## src/rtl/prog_run_ctrl.sv

```systemverilog
// Program run controller: selects one of NPROG programs, loads its start PC, runs to halt/end/watchdog, then
// acknowledges over a four-phase req/done handshake. Optional single-step operation under STEP_MODE_EN.
module prog_run_ctrl #(
    parameter int                 D          = 12,
    parameter int                 NPROG      = 4,
    parameter int                 PSW        = 2,
    parameter logic [NPROG*D-1:0] START_ADDR = {12'h180, 12'h100, 12'h080, 12'h000},
    parameter logic [NPROG*D-1:0] END_ADDR   = {12'h200, 12'h180, 12'h100, 12'h080},
    parameter int                 CW         = 16,
    parameter int                 TMO        = 16'hFFFF
) (
    input  logic          clk,
    input  logic          reset,
    input  logic          req,
    input  logic [PSW-1:0] prog_sel,
    input  logic [D-1:0]  pc_now,
    input  logic          halt_instr,
`ifdef STEP_MODE_EN
    input  logic          step,
`endif
    output logic          pc_load,
    output logic [D-1:0]  pc_load_val,
    output logic          pc_hold,
    output logic          busy,
    output logic          done,
    output logic          timeout,
    output logic [CW-1:0] cycle_cnt
);

    typedef enum logic [1:0] {IDLE, LOAD, RUN, DONE} state_t;

    localparam logic [CW-1:0] TMO_LAST = CW'(TMO - 1);

    state_t         state, state_nxt;
    logic [PSW-1:0] sel;
    logic [D-1:0]   start_a, end_a;
    logic           adv, hit_halt, hit_end, hit_tmo, run_exit;

`ifdef STEP_MODE_EN
    assign adv = step;
`else
    assign adv = 1'b1;
`endif

    assign start_a = START_ADDR[int'(sel)*D +: D];
    assign end_a   = END_ADDR[int'(sel)*D +: D];

    // Halt is honoured on any RUN cycle; end-address and watchdog only on advancing cycles.
    assign hit_halt = halt_instr;
    assign hit_end  = adv && (pc_now == end_a);
    assign hit_tmo  = adv && (cycle_cnt == TMO_LAST);
    assign run_exit = (state == RUN) && (hit_halt || hit_end || hit_tmo);

    always_ff @(posedge clk or posedge reset) begin
        if (reset) state <= IDLE;
        else       state <= state_nxt;
    end

    always_comb begin
        state_nxt = state;
        case (state)
            IDLE:    if (req) state_nxt = LOAD;
            LOAD:    state_nxt = RUN;
            RUN:     if (run_exit) state_nxt = DONE;
            DONE:    if (!req) state_nxt = IDLE;
            default: state_nxt = IDLE;
        endcase
    end

    always_comb begin
        pc_load     = 1'b0;
        pc_load_val = '0;
        pc_hold     = 1'b1;
        busy        = 1'b0;
        done        = 1'b0;
        case (state)
            LOAD: begin
                pc_load     = 1'b1;
                pc_load_val = start_a;
                busy        = 1'b1;
            end
            RUN: begin
                busy    = 1'b1;
                // Freeze the PC on the exit cycle so it reports where the run stopped.
                pc_hold = !adv || run_exit;
            end
            DONE:    done = 1'b1;
            default: ;
        endcase
    end

    always_ff @(posedge clk or posedge reset) begin
        if (reset) begin
            sel       <= '0;
            cycle_cnt <= '0;
            timeout   <= 1'b0;
        end else begin
            case (state)
                IDLE: if (req) sel <= (int'(prog_sel) < NPROG) ? prog_sel : '0;
                LOAD: begin
                    cycle_cnt <= '0;
                    timeout   <= 1'b0;
                end
                RUN: begin
                    if (adv && cycle_cnt != '1) cycle_cnt <= cycle_cnt + 1'b1;
                    if (run_exit) timeout <= !hit_halt && !hit_end && hit_tmo;
                end
                default: ;
            endcase
        end
    end

endmodule

```

## config.mk

```make
export PLATFORM = sky130hd
export DESIGN_NAME = prog_run_ctrl
export DESIGN_NICKNAME = d
export VERILOG_FILES = /design/src/rtl/prog_run_ctrl.sv
export SDC_FILE = /design/constraint.sdc
export NUM_CORES = 1
export LEC_CHECK = 0
export ABC_AREA = 1
export CELL_PAD_IN_SITES_DETAIL_PLACEMENT = 2
export CELL_PAD_IN_SITES_GLOBAL_PLACEMENT = 2
export CORE_UTILIZATION = 24
export DETAILED_ROUTE_END_ITERATION = 16
export PLACE_DENSITY = 0.85
export SLEW_MARGIN = 25
export SYNTH_ARGS = -nofsm -noshare
export SYNTH_HDL_FRONTEND = slang
export SYNTH_SLANG_ARGS = --single-unit
```

## constraint.sdc

```tcl
create_clock -name clk -period 2 [get_ports clk]
set_input_delay 0.4 -clock clk [delete_from_list [all_inputs] [get_ports clk]]
set_output_delay 0.4 -clock clk [all_outputs]
set_load 0.02 [all_outputs]
```

======== Word level (Yosys, flattened, before mapping) ========
Cells that the tools add are included.
operators by class
  equality and inequality tests ........... 10
  muxes and demuxes ....................... 13
  shifts and indexed selects .............. 2
  add/sub/neg operators ................... 1
  multipliers ............................. 1
  reductions and logical operators ........ 14
operator list
  kind                         count
  $shiftx A48 B32 Y12 const A  1
  $shiftx A48 B7 Y12 const A   1
  $pmux W16 S2                 1
  $add A16 B1 Y16 const B      1
  $eq A16 B16 Y1 const B       1
  $mux W16                     1
  $ne A16 B16 Y1 const B       1
  $eq A12 B12 Y1               1
  $mux W12                     1
  $pmux W2 S4                  1
  $mux W2                      3
  $ne A2 B2 Y1 const B         3
  $reduce_and A2 Y1            3
  $mux W1                      5
  $eq A2 B2 Y1 const B         2
  $mul A2 B2 Y4 const B        1
  $logic_and A1 B1 Y1          3
  $reduce_and A3 Y1            1
  $eq A2 B1 Y1 const B         1
  $logic_not A1 Y1             2
  $logic_not A2 Y1             1
  $logic_or A1 B1 Y1           2
  $ne A2 B1 Y1 const B         1
  $pmux W1 S2                  1
  2 further kinds              2
word-level totals
  output and inout port bits .............. 33
  register bits ........................... 21
  word-level logic and storage cells ...... 45
  bits of input ports ..................... 18

======== Logic depth before layout (Yosys ltp) ========
Gate-level depths: netlist (run 1).
  word-level depth ........................ 8
  depth in mapped cells ................... 11
  gate-level depth less buffers ........... 11

======== Least setup slack after synthesis (run 1) ========
OpenSTA, ideal clock, no wires.
  path type ............................... register to output
  start ................................... reg state[0]
  end ..................................... out pc_hold
  stages on the path, launching flop included .. 7
  data required time ...................... 1600 ps
  buffers on the path ..................... 1
  data arrival time ....................... 1357 ps
  path slack .............................. 243 ps
  cell sequence ........................... dfrtp_1 -> inv_1 -> ha_1 -> clkbuf_2 -> clkinv_1 -> nor2_1 -> nand3_1
on the way
  longest elaborated chain between the ends .. 3
RTL lines
  what                    line    text
  from (decl)             34      state_t state, state_nxt;
  from (signal assigned)  56      else state <= state_nxt;
  $eq A2 B2 Y1 (*)        52, 76
  $logic_and A1 B1 Y1     52      assign run_exit = (state == RUN) && (hit_halt || hit_end || hit_tmo);
  $mux W1 (*)             76      case (state)
  to (decl)               23      output logic pc_hold,
Mark *: on every way between the ends. The rest lies on a longest branch, timed or not.

======== Worst setup path in the final report (run 1) ========
  start ................................... reg sel[1]
  end ..................................... out pc_hold
on the way
  longest elaborated chain between the ends .. 7
RTL lines
  what                             line  text
  from (decl)                      35    logic [PSW-1:0] sel;
  from (signal assigned)           99    IDLE: if (req) sel <= (int'(prog_sel) < NPROG) ? prog_sel : '0;
  $mul A2 B2 Y4                    46    assign end_a = END_ADDR[int'(sel)*D +: D];
  $shiftx A48 B7 Y12               46
  $eq A12 B12 Y1                   50    assign hit_end = adv && (pc_now == end_a);
  $logic_or A1 B1 Y1 (2 in a row)  52
  $logic_and A1 B1 Y1              52
  $mux W1                          76
Every way passes these cells.

==> impl_results.md, run 1 <==
- Status: finished with violations
- Failing checks: negative setup slack
- DIE AREA: 0.00663 sq mm
- GRT overflow: 0
- Ranking of synthesized cells by area: dfrtp_1 35%, nand2_1 13%, ha_1 8.3%
- Max-cap viol count: 0
- Die Height: 81.4 um
- CTS max path bufs: 2
- Most common cell in the netlist: nand2_1
- WL final: between 5000 and 6000 um
- Design Area, Final: 0.00239 sq mm
- Share of cells above drive strength 1: around a quarter
- Initial antenna violation count: 0
- Largest net degree at the start of global routing: 22
- Post-synth top area cell: dfrtp_1
- CTS Buf Count: 3
- List of most frequent post-synthesis cells: 52 x nand2_1, 32 x inv_1, 28 x nor2_1
- Final nets: 327
- Iteration-0 DRC Markers: 33
- Remaining DRCs: 0
- Global placer's final weighted congestion: slightly below 0.8
- Worst Setup Slack, final: -27.5 ps
- Mapped Cells: 213
- Vias/cell: approximately 4.4
- I/O pin count: 51
- Post-DP HPWL: 4320 um
- Critical path capture point type: output port
- Area share of the leading cell type in the synthesized netlist: 34.7%
- Number of flops mapped to enable cells by yosys: 0
- Vias in the first global route: ~1.8k
- Dpl cell area: 0.00224 sq mm
- Pwr Density: 978 mW/mm^2
- Crit-path max FO: 3
- Clock Pin Slew Worst Setup and Hold Paths: around 90 ps
- Peak supply drop: 606 uV
- Hold-fix buffers, CTS: 0
- Post-synthesis async set-or-reset flop share: 100%
- Minimum clock period: around 2000 ps
- Synth Register Bits: 21
- Syn avg cell area: 7.11 sq um
- Yosys warnings: 0
- Tot GR Track Use: between 10% and 20%
- Area growth from synthesis to final layout: 57.7%
- RSZ-0062 raised after global routing: true
- Setup TNS: -27.5 ps
- Leak: ~0.0011 uW
- Skew-Pair Late Insertion Delay: 270 ps
- Diode count: 0
- Worst Path Required: 1600 ps
- Layout Skew: 4.85 ps
- Fmax achieved: 0.493 GHz
- Register area: 526 sq um
- Pre-Repair DR Iteration Count: 3
- Fillcell total: 710
- Crit Path Category: reg2out
- Slew Viols, Final: 0
- Die width: 81.4 um
- H-tree depth: 1
- WL per Instance: 15.1 um
- R2R Path Start: cycle_cnt[0]
- Final period utilization: 101%
- Starting density of the core: between 20% and 30%
- IO buf count: 40
- Clock sink total: 21
- TritonCTS clock tree: yes
- Startpoint Class: flip-flop
- Sequential area share after synthesis: roughly a third
- Post-Syn Area: between 0.0015 and 0.002 sq mm
- Multi-input gate area: 860 sq um
- DRT antenna net count: 0
- Final hold viol count: 0
- Distinct cells, synth: 25
- Total core area: 0.00599 sq mm
- Util after Layout: between 30% and 40%
- Critical path launch point: sel[1]
- Root Buffer: clkbuf_8
- Vias: between 1.5k and 2k
- FP Rows: 28
- Type of the tightest min-delay check: in2async
- Worst EP arrival: 1630 ps
- Ys flop type: dfrtp_1
- # setup viols final: 1
- First-pass GRT wire length: around 8600 um
[placed cells by master, fill, tap and decap left out, types with 2 or more instances in the layout]
| cell | count |
|---|---|
| nand3_1 | 13 |
| ha_1 | 6 |
| dfrtp_1 | 21 |
| nand4_1 | 3 |
| inv_1 | 27 |
| xor2_1 | 6 |
| nand3_2 | 3 |
| nor2_1 | 24 |
| clkdlybuf4s50_1 | 34 |
| o21ai_0 | 6 |
| inv_2 | 4 |
| a21oi_1 | 6 |
| clkbuf_8 | 3 |
| nor2_2 | 5 |
| conb_1 | 10 |
| o22ai_1 | 5 |
| nor3_1 | 3 |
| buf_4 | 43 |
| nand2_2 | 2 |
| dlygate4sd2_1 | 2 |
| o21ai_1 | 3 |
| buf_6 | 2 |
| nand2_1 | 51 |
| ha_2 | 3 |
[cell type report]
| type | count | area share (%) |
|---|---|---|
| clock buffer | 4 | 1.89 |
| multi-input combinational | 156 | 36.0 |
| timing repair buffer | 84 | 30.9 |
| sequential | 21 | 22.0 |
| inverter | 33 | 5.29 |
| tap | 75 | 3.93 |
[repair_timing]
action,in CTS,in global routing
gates cloned,0,0
buffers inserted,1,5
endpoints found under the setup margin,5,10
gates resized for setup,15,20
pin swaps,0,6
[worst max-delay path: stages, from the launching register on]
cell     delay [ps]
dfrtp_1         420
buf_6           140
ha_2            160
nor2_2          130
nor2_1           60
nor2_1          110
nand3_2         110
nand3_2         110
buf_6           120
[path summary, 6_finish.rpt]
path                       slack, ps            end  cells after the start
max reg2reg                      120  cycle_cnt[10]                      9
min                              470   cycle_cnt[4]                      3
min in group clk                 550        timeout                      2
max in group asynchronous       1290         sel[1]                      3
min reg2reg                      550        timeout                      2
max                              -30        pc_hold                      8
[stage by stage]
stage / setup WS, ps / power (uW) / std cells / hold slack [ps]
floorplan: 243 / 1300 / 222 / 377
global placement: -412 / 1830 / 363 / 505
detailed placement: -490 / 1900 / 363 / 550
CTS: -95.4 / 2200 / 368 / 478
global route: -129 / 2520 / 373 / 509
finish: -27.5 / 2330 / 373 / 469
[registers in the layout (all words and copies together), names as in the netlist]
register,count
cycle_cnt,16
sel,2
state,2
timeout,1
[cells by family (layout without fill, tap and decap cells)]
group | Yosys count | after routing | synth area share (%)
AOI/OAI and AO/OA | 21 | 21 | 8.10
xor gates and xnor gates | 7 | 7 | 4.05
adders and majority gates | 10 | 10 | 8.26
buffers and inverters | 45 | 121 | 14.2
DFF | 21 | 21 | 34.7
muxes | 1 | 1 | 0.661
other | 1 | 10 | 0.248
and+or+nand+nor | 107 | 107 | 29.8
[per-layer routing]
| metal | up-vias | share of wire, % | track usage [%] |
|---|---|---|---|
| met5 | - | 0 | 0 |
| met4 | 0 | 1.5 | 3.04 |
| met3 | 6 | 3.0 | 3.33 |
| met2 | 34 | 56 | 35.8 |
| met1 | 777 | 39 | 18.7 |
| li1 | 816 | - | - |
[power by group]
group          internal [uW]  switching [uW]  total [uW]
logic                    638             851        1490
registers                496            51.9         548
clock network            142             154         297
total                   1280            1060        2330
No activity file was read; power rests on OpenSTA's default activity.
==> run 2: changes to the inputs <==
--- a/config.mk
+++ b/config.mk
@@ -8,6 +8,7 @@
 export ABC_AREA = 1
 export CELL_PAD_IN_SITES_DETAIL_PLACEMENT = 2
 export CELL_PAD_IN_SITES_GLOBAL_PLACEMENT = 2
+export CORE_MARGIN = 2
 export CORE_UTILIZATION = 24
 export DETAILED_ROUTE_END_ITERATION = 16
 export PLACE_DENSITY = 0.85
==> impl_results.md, run 2 (synthesized netlist as in run 1, its figures left out) <==
- Hold-fix buffers, CTS: 0
- Biggest regs: cycle_cnt (16), sel (2), state (2)
- P_sw: 1100 uW
- Worst Path Required: 1600 ps
- Vias/cell: 4.65
- Reg2reg setup slack: 170 ps
- Final hold viol count: 0
- Sequential Power Share: 22.9%
- Die width: 83.4 um
- Commonest non-fill, non-tap cell in the layout: nand2_1
- Fmax achieved: ~0.47 GHz
- Share of power burned in combinational logic: between 60 and 70%
- Starting density of the core: roughly a quarter
- Critical path capture point type: output port
- Diode count: 0
- DIE AREA: between 0.006 and 0.007 sq mm
- Clock power frac: 12.7%
- Layout Skew: 5.67 ps
- Critical path launch point: sel[1]
- Die Height: 83.4 um
- Share of cells above drive strength 1: between 20% and 30%
- TritonCTS clock tree: yes
- Worst EP arrival: ~1700 ps
- Slew Viols, Final: 0
- Reg2reg end: cycle_cnt[7]
- Clock Pin Slew Worst Setup and Hold Paths: around 90 ps
- FP Rows: 28
- Leak: 0.00116 uW
- Failing checks: negative setup slack
- RSZ-0062 raised after global routing: true
- Startpoint Class: flip-flop
- Status: finished with violations
- Most frequent cells in the layout: 51 x nand2_1, 45 x buf_4, 34 x clkdlybuf4s50_1
- Final nets: 329
- Placed instance count: 368
- Crit path to: pc_hold
- Max-cap viol count: 0
- Tot GR Track Use: 17.1%
- IO buf count: 40
- Vias: 1744
- Power Internal: between 1000 and 1500 uW
- Layout Cells excl Fill: 375
- Crit Path Category: reg2out
- Worst Setup Slack, final: -110 ps
- CTS max path bufs: 2
- Peak supply drop: 526 uV
- Remaining DRCs: 0
- Post-DP HPWL: 4840 um
- Total core area: 0.00603 sq mm
- Final period utilization: 106%
- Minimum clock period: about 2100 ps
- Largest net degree at the start of global routing: 22
- WL final: approximately 6300 um
- Iteration-0 DRC Markers: 36
- DRT antenna net count: 0
- Type of the tightest min-delay check: in2async
- Worst Reg-to-Reg Cells: 10
- Fillcell total: a little over 700
- Crit-path max FO: 4
- I/O pin count: 51
- GRT overflow: 0
- First-pass GRT wire length: about 9700 um
- Sw Ratio: 45.8%
- H-tree depth: 1
- Initial antenna violation count: 0
- Vias in the first global route: 1967
- Pre-Repair DR Iteration Count: 4
- Clock sink total: 21
- CTS Buf Count: 3
- Root Buffer: clkbuf_8
- Global placer's final weighted congestion: 0.859
- Max FFs per register: 16
- Skew-Pair Late Insertion Delay: between 200 and 300 ps
- Reg with most FFs: cycle_cnt
- R2R Path Start: cycle_cnt[1]
- # setup viols final: 1
- Pwr Density: 1000 mW/mm^2
- WL per Instance: 16.7 um
- Area growth from synthesis to final layout: 59.0%
- Hold WS: about 470 ps
## run 2: stage by stage
step                area [sq um]  TNS (ps)  total power, uW  utilization (%)  worst slack (ps)
floorplan                   1550         0             1300                -               243
global placement            2270      -408             1900             37.7              -408
detailed placement          2270      -520             1990             37.7              -520
CTS                         2320      -149             2270             38.5              -149
global route                2410      -187             2580             40.0              -187
finish                      2410      -110             2410             40.0              -110
## run 2: how the worst min path moves through the flow
| stage | to | slack [ps] | startpoint |
|---|---|---|---|
| after CTS | cycle_cnt[4] | 480 | reset |
| after global routing | cycle_cnt[9] | 490 | reset |
| after floorplan | cycle_cnt[0] | 380 | reset |
| final | cycle_cnt[12] | 470 | reset |
| after detailed placement | timeout | 530 | timeout |
| after global placement | timeout | 500 | timeout |
## run 2: timing repair
item,4_1_cts,5_1_grt
cloned,0,0
setup endpoints to repair,5,12
buffers inserted,0,3
resized for setup,10,22
pin swaps,0,5
## run 2: layout make-up
type | instances | area (sq um) | area share [%]
clock buffer | 3 | 41.3 | 1.72
inverter | 33 | 128 | 5.30
tap | 75 | 93.8 | 3.90
clock inverter | 1 | 5.00 | 0.208
sequential | 21 | 526 | 21.8
multi-input combinational | 156 | 865 | 35.9
timing repair buffer | 86 | 749 | 31.1
## run 2: critical path: stages (launching register included)
cell and delay, ps:
dfrtp_1 430, inv_2 80, ha_4 270, inv_2 30, nand2_2 50, nand3_2 70
nor2_2 120, nand3_2 130, nand3_4 130, buf_6 120
## run 2: layer usage
metal / track usage (%) / vias to the layer above / part of all wire, %
met3: 2.09 / 16 / 3.3
met4: 4.25 / 0 / 2.3
li1: - / 817 / -
met1: 18.4 / 864 / 38
met2: 34.8 / 47 / 57
met5: 0 / - / 0
## run 2: power by group through the flow
stage               Combinational (uW)  Clock [uW]  Sequential, uW
global placement                  1360           0             546
finish                            1550         305             551
global route                      1700         324             561
floorplan                          695           0             603
detailed placement                1430           0             554
CTS                               1420         309             545
==> run 3: changes to the inputs <==
--- a/config.mk
+++ b/config.mk
@@ -12,6 +12,7 @@
 export CORE_UTILIZATION = 24
 export DETAILED_ROUTE_END_ITERATION = 16
 export PLACE_DENSITY = 0.85
+export SKIP_CTS_REPAIR_TIMING = 1
 export SLEW_MARGIN = 25
 export SYNTH_ARGS = -nofsm -noshare
 export SYNTH_HDL_FRONTEND = slang
==> impl_results.md, run 3 (synthesized netlist as in run 1, its figures left out) <==
- CP max-delay cell: dfrtp_1
- Diode count: 0
- Pre-Repair DR Iteration Count: 4
- TritonCTS clock tree: yes
- Delay of the slowest cell on the worst path: 400 ps
- Design Area, Final: 0.00236 sq mm
- Final hold viol count: 0
- Most frequent cells in the layout: 52 x nand2_1, 44 x buf_4, 34 x clkdlybuf4s50_1
- Die width: 83.4 um
- DIE AREA: 0.00696 sq mm
- Status: finished with violations
- WP buf/inv: 3
- Reg with most FFs: cycle_cnt
- Pwr Density: between 900 and 1000 mW/mm^2
- Worst Reg-to-Reg Cells: 9
- Register area: approximately 530 sq um
- Final period utilization: 105%
- Layout Skew: 5.65 ps
- CTS max path bufs: 2
- Multi-input gate area: 832 sq um
- Layout Cells excl Fill: 372
- Remaining DRCs: 0
- Crit Path Category: reg2out
- Fillcell total: 714
- Clock Pin Slew Worst Setup and Hold Paths: 90 ps
- Peak supply drop: 590 uV
- DRT antenna net count: 0
- Hold WS: 467 ps
- Critical path capture point type: output port
- Clock sink total: 21
- First-pass GRT wire length: slightly below 10000 um
- Largest net degree at the start of global routing: 22
- Minimum clock period: 2100 ps
- Worst Setup Slack, final: -102 ps
- Fmax achieved: between 0.4 and 0.5 GHz
- Failing checks: negative setup slack
- Leak: 0.00119 uW
- # setup viols final: 1
- Slew Viols, Final: 0
- WL final: 6060 um
- Biggest regs: cycle_cnt (16), sel (2), state (2)
- RSZ-0062 raised after global routing: true
- I/O pin count: 51
- CP cell instances: buf_4 -> ha_1 -> inv_1 -> o21ai_0 -> nor2_1 -> nand3_2 -> nand3_2 -> buf_4
- Vias: 1711
- Final nets: 326
- IO buf count: 40
- Reg2reg end: cycle_cnt[5]
- H-tree depth: 1
- FP Rows: 28
- Reg2reg setup slack: around 150 ps
- Global placer's final weighted congestion: 0.859
- WL per Instance: 16.3 um
- Commonest non-fill, non-tap cell in the layout: nand2_1
- Iteration-0 DRC Markers: 39
- Worst Path Required: 1600 ps
- Vias/cell: 4.60
- Dpl cell area: 0.00227 sq mm
- Startpoint Class: flip-flop
- Max FFs per register: 16
- Share of cells above drive strength 1: 20.5%
- Crit-path max FO: 4
- Skew-Pair Late Insertion Delay: 270 ps
- CTS Buf Count: 3
- Total core area: around 0.0060 sq mm
- Tot GR Track Use: between 15 and 20%
- Delay-heaviest family, CP: flip-flops
- Max-cap viol count: 0
- Placed instance count: between 300 and 400
- Post-DP HPWL: about 4800 um
- Vias in the first global route: 1973
- Die Height: 83.4 um
- Type of the tightest min-delay check: in2async
- Area growth from synthesis to final layout: 55.8%
- GRT overflow: 0
- Root Buffer: clkbuf_8
- Worst EP arrival: 1700 ps
- R2R Path Start: cycle_cnt[1]
- Starting density of the core: 25.1%
- Setup TNS: -102 ps
- Initial antenna violation count: 0
## run 3: worst max path at each step
stage	to	startpoint	cells after the start	slack (ps)
global route	pc_hold	sel[1]	8	-250
finish	pc_hold	sel[0]	8	-100
global placement	pc_hold	pc_now[8]	8	-410
floorplan	pc_hold	state[0]	6	240
CTS	pc_hold	sel[0]	8	-670
detailed placement	pc_hold	pc_now[8]	8	-520
## run 3: final cells by class
type                            instances  area share [%]
Multi-Input combinational cell        156            35.3
Timing Repair Buffer                   83            31.1
Sequential cell                        21            22.3
Inverter                               33            5.41
Tap cell                               75            3.98
Clock buffer                            3            1.75
Clock inverter                          1           0.212
## run 3: metrics by stage
step           power [uW]  utilization [%]  setup slack [ps]
2_1_floorplan        1300                -               243
3_3_place_gp         1900             37.7              -408
3_5_place_dp         1990             37.7              -520
4_1_cts              2310             38.5              -667
5_1_grt              2480             39.1              -252
6_report             2310             39.1              -102
## run 3: tightest hold or removal path: stages
cell	delay [ps]
clkdlybuf4s50_1	390
inv_1	50
buf_4	290
## run 3: where the power goes
part	total, uW	switching (uW)	internal (uW)
Sequential	543	46.9	496
Clock	305	166	139
Combinational	1460	836	628
## run 3: metal layers
layer	track usage [%]	vias up	share of wire, %	routed length, um
met5	0	-	0	0
met4	4.25	0	2.0	120
met3	2.09	12	2.8	168
met2	34.8	40	56	3410
met1	18.5	848	39	2360
li1	-	811	-	-
==> edit 1 (settings of run 2) <==
Set the parameter `CW` to 18 (it was 16).
--- a/src/rtl/prog_run_ctrl.sv
+++ b/src/rtl/prog_run_ctrl.sv
@@ -6,7 +6,7 @@
     parameter int                 PSW        = 2,
     parameter logic [NPROG*D-1:0] START_ADDR = {12'h180, 12'h100, 12'h080, 12'h000},
     parameter logic [NPROG*D-1:0] END_ADDR   = {12'h200, 12'h180, 12'h100, 12'h080},
-    parameter int                 CW         = 16,
+    parameter int                 CW         = 18,
     parameter int                 TMO        = 16'hFFFF
 ) (
     input  logic          clk,
Ports: changed (resized cycle_cnt); port bits go from 51 to 53. The function was not compared with the original's and may differ.
==> edit 1 against run 2 <==
  * The run still ends with setup timing left
  * Power shrank 0.63%
  * Sequential power is 6.2% higher
  * Combinational power down 4%
  * Setup slack got worse by 0.016 ns
  * Sequential cell count rose by 2
  * Global-route usage fell by 2.0 points
  * Area after synthesis up 19%
  * Non-clock buffer count shrank 4
  * Routed wire length decreased by 4.4%
  * Cell area up 11%
==> edit 1: results (changes against run 2) <==
Outcome
  • Status: finished with violations
  • Failing checks: setup timing

Critical path
  • R2R Path End: cycle_cnt[11]$_DFFE_PP0P_
  • CP Launch Point: sel[0]$_DFFE_PP0P_
  • R2R cell count: 11 (+1)
  • CP Max Fanout: 3 (-1)
  • CP arrival: 1.73 ns (+0.02 ns)

Final layout
  • Nets: 345 (+4.9%)
  • Layout cell share with drive strength beyond 1: 29.43% (+5.1 points)

Timing
  • Final setup violating endpoints: 1 (unchanged)
  • Clock skew: 0.002983 ns (-0.002689 ns)
  • Min setup slack post-route: -0.1262 ns (-0.01595 ns)

Power
  • Peak VDD IR: 0.0006983 V (+33%)
  • Leakage power: 1.220 nW (+4.7%)

Detailed routing
  • Final WL: 6.001 mm (-4.4%)
  • Vias per cell: 4.378 (-5.9%)
  • Iteration-0 DRC Markers: 13 (-64%)

Global route
  • Number of global-route vias before repair: 2104 (+7.0%)
  • Largest net degree at the start of global routing: 24 (+9.1%)
  • First-pass GRT wire length: 10.12 mm (+4.4%)

Placement
  • Worst slack at placement: -0.5358 ns (-0.01529 ns)
  • DP Cell Count: 408 (+11%)
  • Port bufs: 42 (+5.0%)
  • DP HPWL: 4.821 mm (-0.42%)

Synth
  • Synth cell count leaders: 53 x nand2_1, 30 x nor2_1, 25 x inv_1
  • Top cells by area, synth: dfrtp_1 32%, nand2_1 11%, ha_1 7.0%, nor2_1 6.3%, inv_1 5.2%
  • Syn_area_per_cell: 7.651 um^2 (+7.6%)
  • Sequential cell area fraction in the yosys report: 32.01% (-2.7 points)
## edit 1: changes by cell type after synthesis, moves of 3 or more
cell | before | now
inv_1 | 32 | 25
nand4_1 | 3 | 0
nand2_2 | 2 | 8
o21ai_2 | 0 | 8
o22ai_2 | 0 | 4
o22ai_1 | 5 | 0
inv_2 | 0 | 3
xor2_1 | 6 | 10
a21oi_1 | 6 | 3
## edit 1: through the flow
| stage | power (W) | area [um^2] | hold slack (ns) |
|---|---|---|---|
| finish | 0.002391 | 2665 | 0.4668 |
| detailed placement | 0.002035 | 2539 | 0.5406 |
| floorplan | 0.001513 | 1832 | 0.4019 |
| CTS | 0.002319 | 2585 | 0.4850 |
| global route | 0.002594 | 2665 | 0.4856 |
| global placement | 0.001950 | 2539 | 0.5245 |
## edit 1: worst max-delay path, stage by stage, from the launching register on
cell and delay (ns):
dfrtp_1 0.41, inv_2 0.10, ha_4 0.21, inv_2 0.06
nand2_2 0.06, nand2_2 0.06, nor2_2 0.04, nand2_1 0.08
nor2_2 0.05, nor2_2 0.14, nand2_2 0.10, buf_6 0.14
## edit 1: timing repair
item / CTS / global route
setup endpoints to repair: 5 / 8
resized for setup: 12 / 18
pin swaps: 3 / 7
hold endpoints to repair: 0 / 0
buffers inserted: 0 / 3
## edit 1: power by group
group	switching (W)	leakage [nW]	internal, W
logic	0.000904	0.888	0.000586
registers	0.0000512	0.309	0.000534
clock network	0.000174	0.0228	0.000143
## edit 1: cell families (layout without fill, tap and decap cells)
kind of cell	count (synthesis)	count (layout)	synth area share, %
and+or+nand+nor	121	121	31.25
buffers and inverters	43	115	12.73
AOI/OAI and AO/OA	24	24	10.44
DFF	23	23	32.01
xor gates and xnor gates	12	12	5.845
adders and majority gates	10	10	6.959
other	1	10	0.2086
muxes	1	1	0.5567
## edit 1: worst min path at each step
stage	cells past startpoint	to	slack, ns
floorplan	1	cycle_cnt[0]$_DFFE_PP0P_	0.40
global placement	2	state[1]$_DFFE_PP0P_	0.52
detailed placement	2	state[1]$_DFFE_PP0P_	0.54
CTS	3	state[0]$_DFFE_PP0P_	0.49
global route	3	state[0]$_DFFE_PP0P_	0.49
finish	3	state[0]$_DFFE_PP0P_	0.47
## edit 1: area by class of cell
type	instances	area (um^2)
clock buffers	4	45.04
fillers	868	4588
inverters	29	113.9
multi-input cells	178	1082
flip-flops and latches	23	575.6
well taps	99	123.9
repair buffers	82	724.4
## edit 1: per-layer routing
layer / part of all wire [%] / vias to the layer above / GRT usage [%]
met1: 38 / 905 / 15.94
met3: 2.9 / 6 / 2.922
met4: 0.95 / 0 / 3.333
met5: 0 / - / 0
met2: 58 / 30 / 30.35
li1: - / 876 / -
==> edit 2 (settings of run 2) <==
Without the edit above. The 4 states of `state_t` get a one-hot encoding in 4 bits.
--- a/src/rtl/prog_run_ctrl.sv
+++ b/src/rtl/prog_run_ctrl.sv
@@ -27,7 +27,7 @@
     output logic [CW-1:0] cycle_cnt
 );
 
-    typedef enum logic [1:0] {IDLE, LOAD, RUN, DONE} state_t;
+    typedef enum logic [3:0] {IDLE = 4'b0001, LOAD = 4'b0010, RUN = 4'b0100, DONE = 4'b1000} state_t;
 
     localparam logic [CW-1:0] TMO_LAST = CW'(TMO - 1);
 
Behaviour: no difference found for any inputs over 10 cycles, from zero or initial values and one cycle with reset high; not proved beyond that.
==> edit 2 against run 2 <==
  * The flow still finishes with violations (setup timing)
  * Sequential cell count is 2 higher
  * Critical endpoint unchanged
  * Power fell by 20%
  * Area after synthesis grew 6.8%
  * Clock power grew 3%
  * Worst hold slack improved by 0.013 ns
  * Combinational power is 34% lower
  * Cell area is 1.2% lower
  * Routed wire length is 9.7% lower
  * Critical path type unchanged
  * Setup slack better by 0.094 ns
  * Non-clock buffer count shrank 9
==> edit 2: results (changes against run 2) <==
Outcome
  • Status: finished with violations
  • Failing checks: setup timing

Detailed routing
  • Iteration-0 DRC Markers: 28 (-22%)
  • Final WL: 5.668 mm (-9.7%)
  • Vias per cell: 4.627 (-0.52%)

Global route
  • Met1 Use GR: 18.95% (+0.54 points)
  • Number of global-route vias before repair: 1903 (-3.3%)
  • Met3 Use GR: 2.310% (+0.22 points)
  • All-layer global routing usage: 16.10% (-1.0 points)
  • Largest net degree at the start of global routing: 24 (+9.1%)
  • Met2 GRT Util: 30.80% (-4.0 points)

Placement
  • RD Place Congestion: 0.7457 (-13%)
  • DP HPWL: 4.454 mm (-8.0%)
  • DP Cell Count: 361 (-1.9%)

Final layout
  • Layout cell share with drive strength beyond 1: 24.83% (+0.49 points)
  • Fillers: 769 (+7.6%)
  • Largest registers: cycle_cnt: 16 flops, state: 4 flops, sel: 2 flops

Synth
  • Syn Inst Count: 212 (-0.47%)
  • Synth cell count leaders: 45 x nand2_1, 30 x inv_1, 23 x nor2_1
  • Async SR Flop Fraction: 100.0% (unchanged)
  • Top cells by area, synth: dfrtp_1 34%, nand2_1 10%, inv_1 7.0%, nor2_1 5.3%, buf_4 5.1%
  • Netlist cell types: 29 (+16%)

Power
  • Peak VDD IR: 0.0002521 V (-52%)
  • Leakage power: 1.151 nW (-1.2%)

Clock tree
  • H-tree depth: 1 (unchanged)

Timing
  • Min setup slack post-route: -0.01677 ns (+0.09352 ns)
  • Clock skew: 0.007880 ns (+0.002208 ns)
  • Final setup violating endpoints: 1 (unchanged)

Critical path
  • CP Max Fanout: 3 (-1)
-- edit 2: changes by cell type after synthesis, sizes merged, moves of 3 or more --
cell	before	now
nand4	3	13
xnor2	1	4
ha	10	5
nor2	30	24
a21oi	6	3
nand2	54	50
nor3	3	6
-- edit 2: layout make-up --
class                      instances  area (um^2)  share of cell area [%]
tap                               77        96.34                   4.053
timing repair buffer              77        658.1                   27.68
clock buffer                       3        41.29                   1.737
sequential                        23        576.8                   24.26
clock inverter                     1        5.005                  0.2105
multi-input combinational        154        877.1                   36.89
inverter                          32        122.6                   5.158
-- edit 2: through the flow --
stage,TNS [ns],util (%),setup WS [ns],area (um^2)
6_report,-0.01677,37.02,-0.01677,2377
4_1_cts,-0.01417,36.90,-0.01417,2370
3_3_place_gp,-0.3190,36.06,-0.3190,2316
3_5_place_dp,-0.3629,36.06,-0.3629,2316
5_1_grt,-0.1309,37.02,-0.1309,2377
2_1_floorplan,0,-,0.3936,1650
-- edit 2: worst paths after layout --
kind	from	endpoint	slack (ns)	depth (start not counted)
min in group clk	cycle_cnt[1]$_DFFE_PP0P_	cycle_cnt[1]$_DFFE_PP0P_	0.62	2
setup reg to reg	cycle_cnt[0]$_DFFE_PP0P_	cycle_cnt[0]$_DFFE_PP0P_	0.19	10
setup / recovery	sel[1]$_DFFE_PP0P_	pc_hold	-0.02	8
max in group asynchronous	reset	state[0]$_DFFE_PP1P_	1.23	3
hold reg to reg	cycle_cnt[1]$_DFFE_PP0P_	cycle_cnt[1]$_DFFE_PP0P_	0.62	2
hold / removal	reset	sel[0]$_DFFE_PP0P_	0.48	3
-- edit 2: power by group --
| part | internal, W | switching (W) |
|---|---|---|
| Clock | 0.000140 | 0.000174 |
| Sequential | 0.000546 | 0.0000464 |
| Combinational | 0.000432 | 0.000597 |
| Total | 0.00112 | 0.000818 |
-- edit 2: logic make-up after synthesis --
group | count (synthesis) | share of synthesized area (%)
AND/OR/NAND/NOR | 109 | 32.74
buffers and inverters | 44 | 13.39
flip-flops | 23 | 35.68
AO/OA/AOI/OAI | 21 | 9.210
XOR/XNOR | 9 | 4.876
adder cells (fa/ha/maj) | 5 | 3.870
other | 1 | 0.2320
-- edit 2: critical path: stages (launching register included) --
cell and delay [ns]:
dfrtp_1 0.41, inv_2 0.09, ha_4 0.21, nand2_1 0.08, nand3_2 0.08, nor2_1 0.11
nand3_1 0.12, nand4_2 0.11, buf_6 0.12
-- edit 2: timing repair --
action / CTS / global route
pin swaps: 0 / 3
gates resized for setup: 14 / 12
endpoints found under the hold margin: 0 / 0
setup endpoints to repair: 6 / 5
setup buffers: 0 / 2
-- edit 2: routing by layer --
metal  share of wire, %  wire length [um]  up-vias
li1                   -                 -      820
met1                 42              2362      831
met2                 53              3013       42
met3                4.4               248        5
met4               0.78                44        0
met5                  0                 0        -
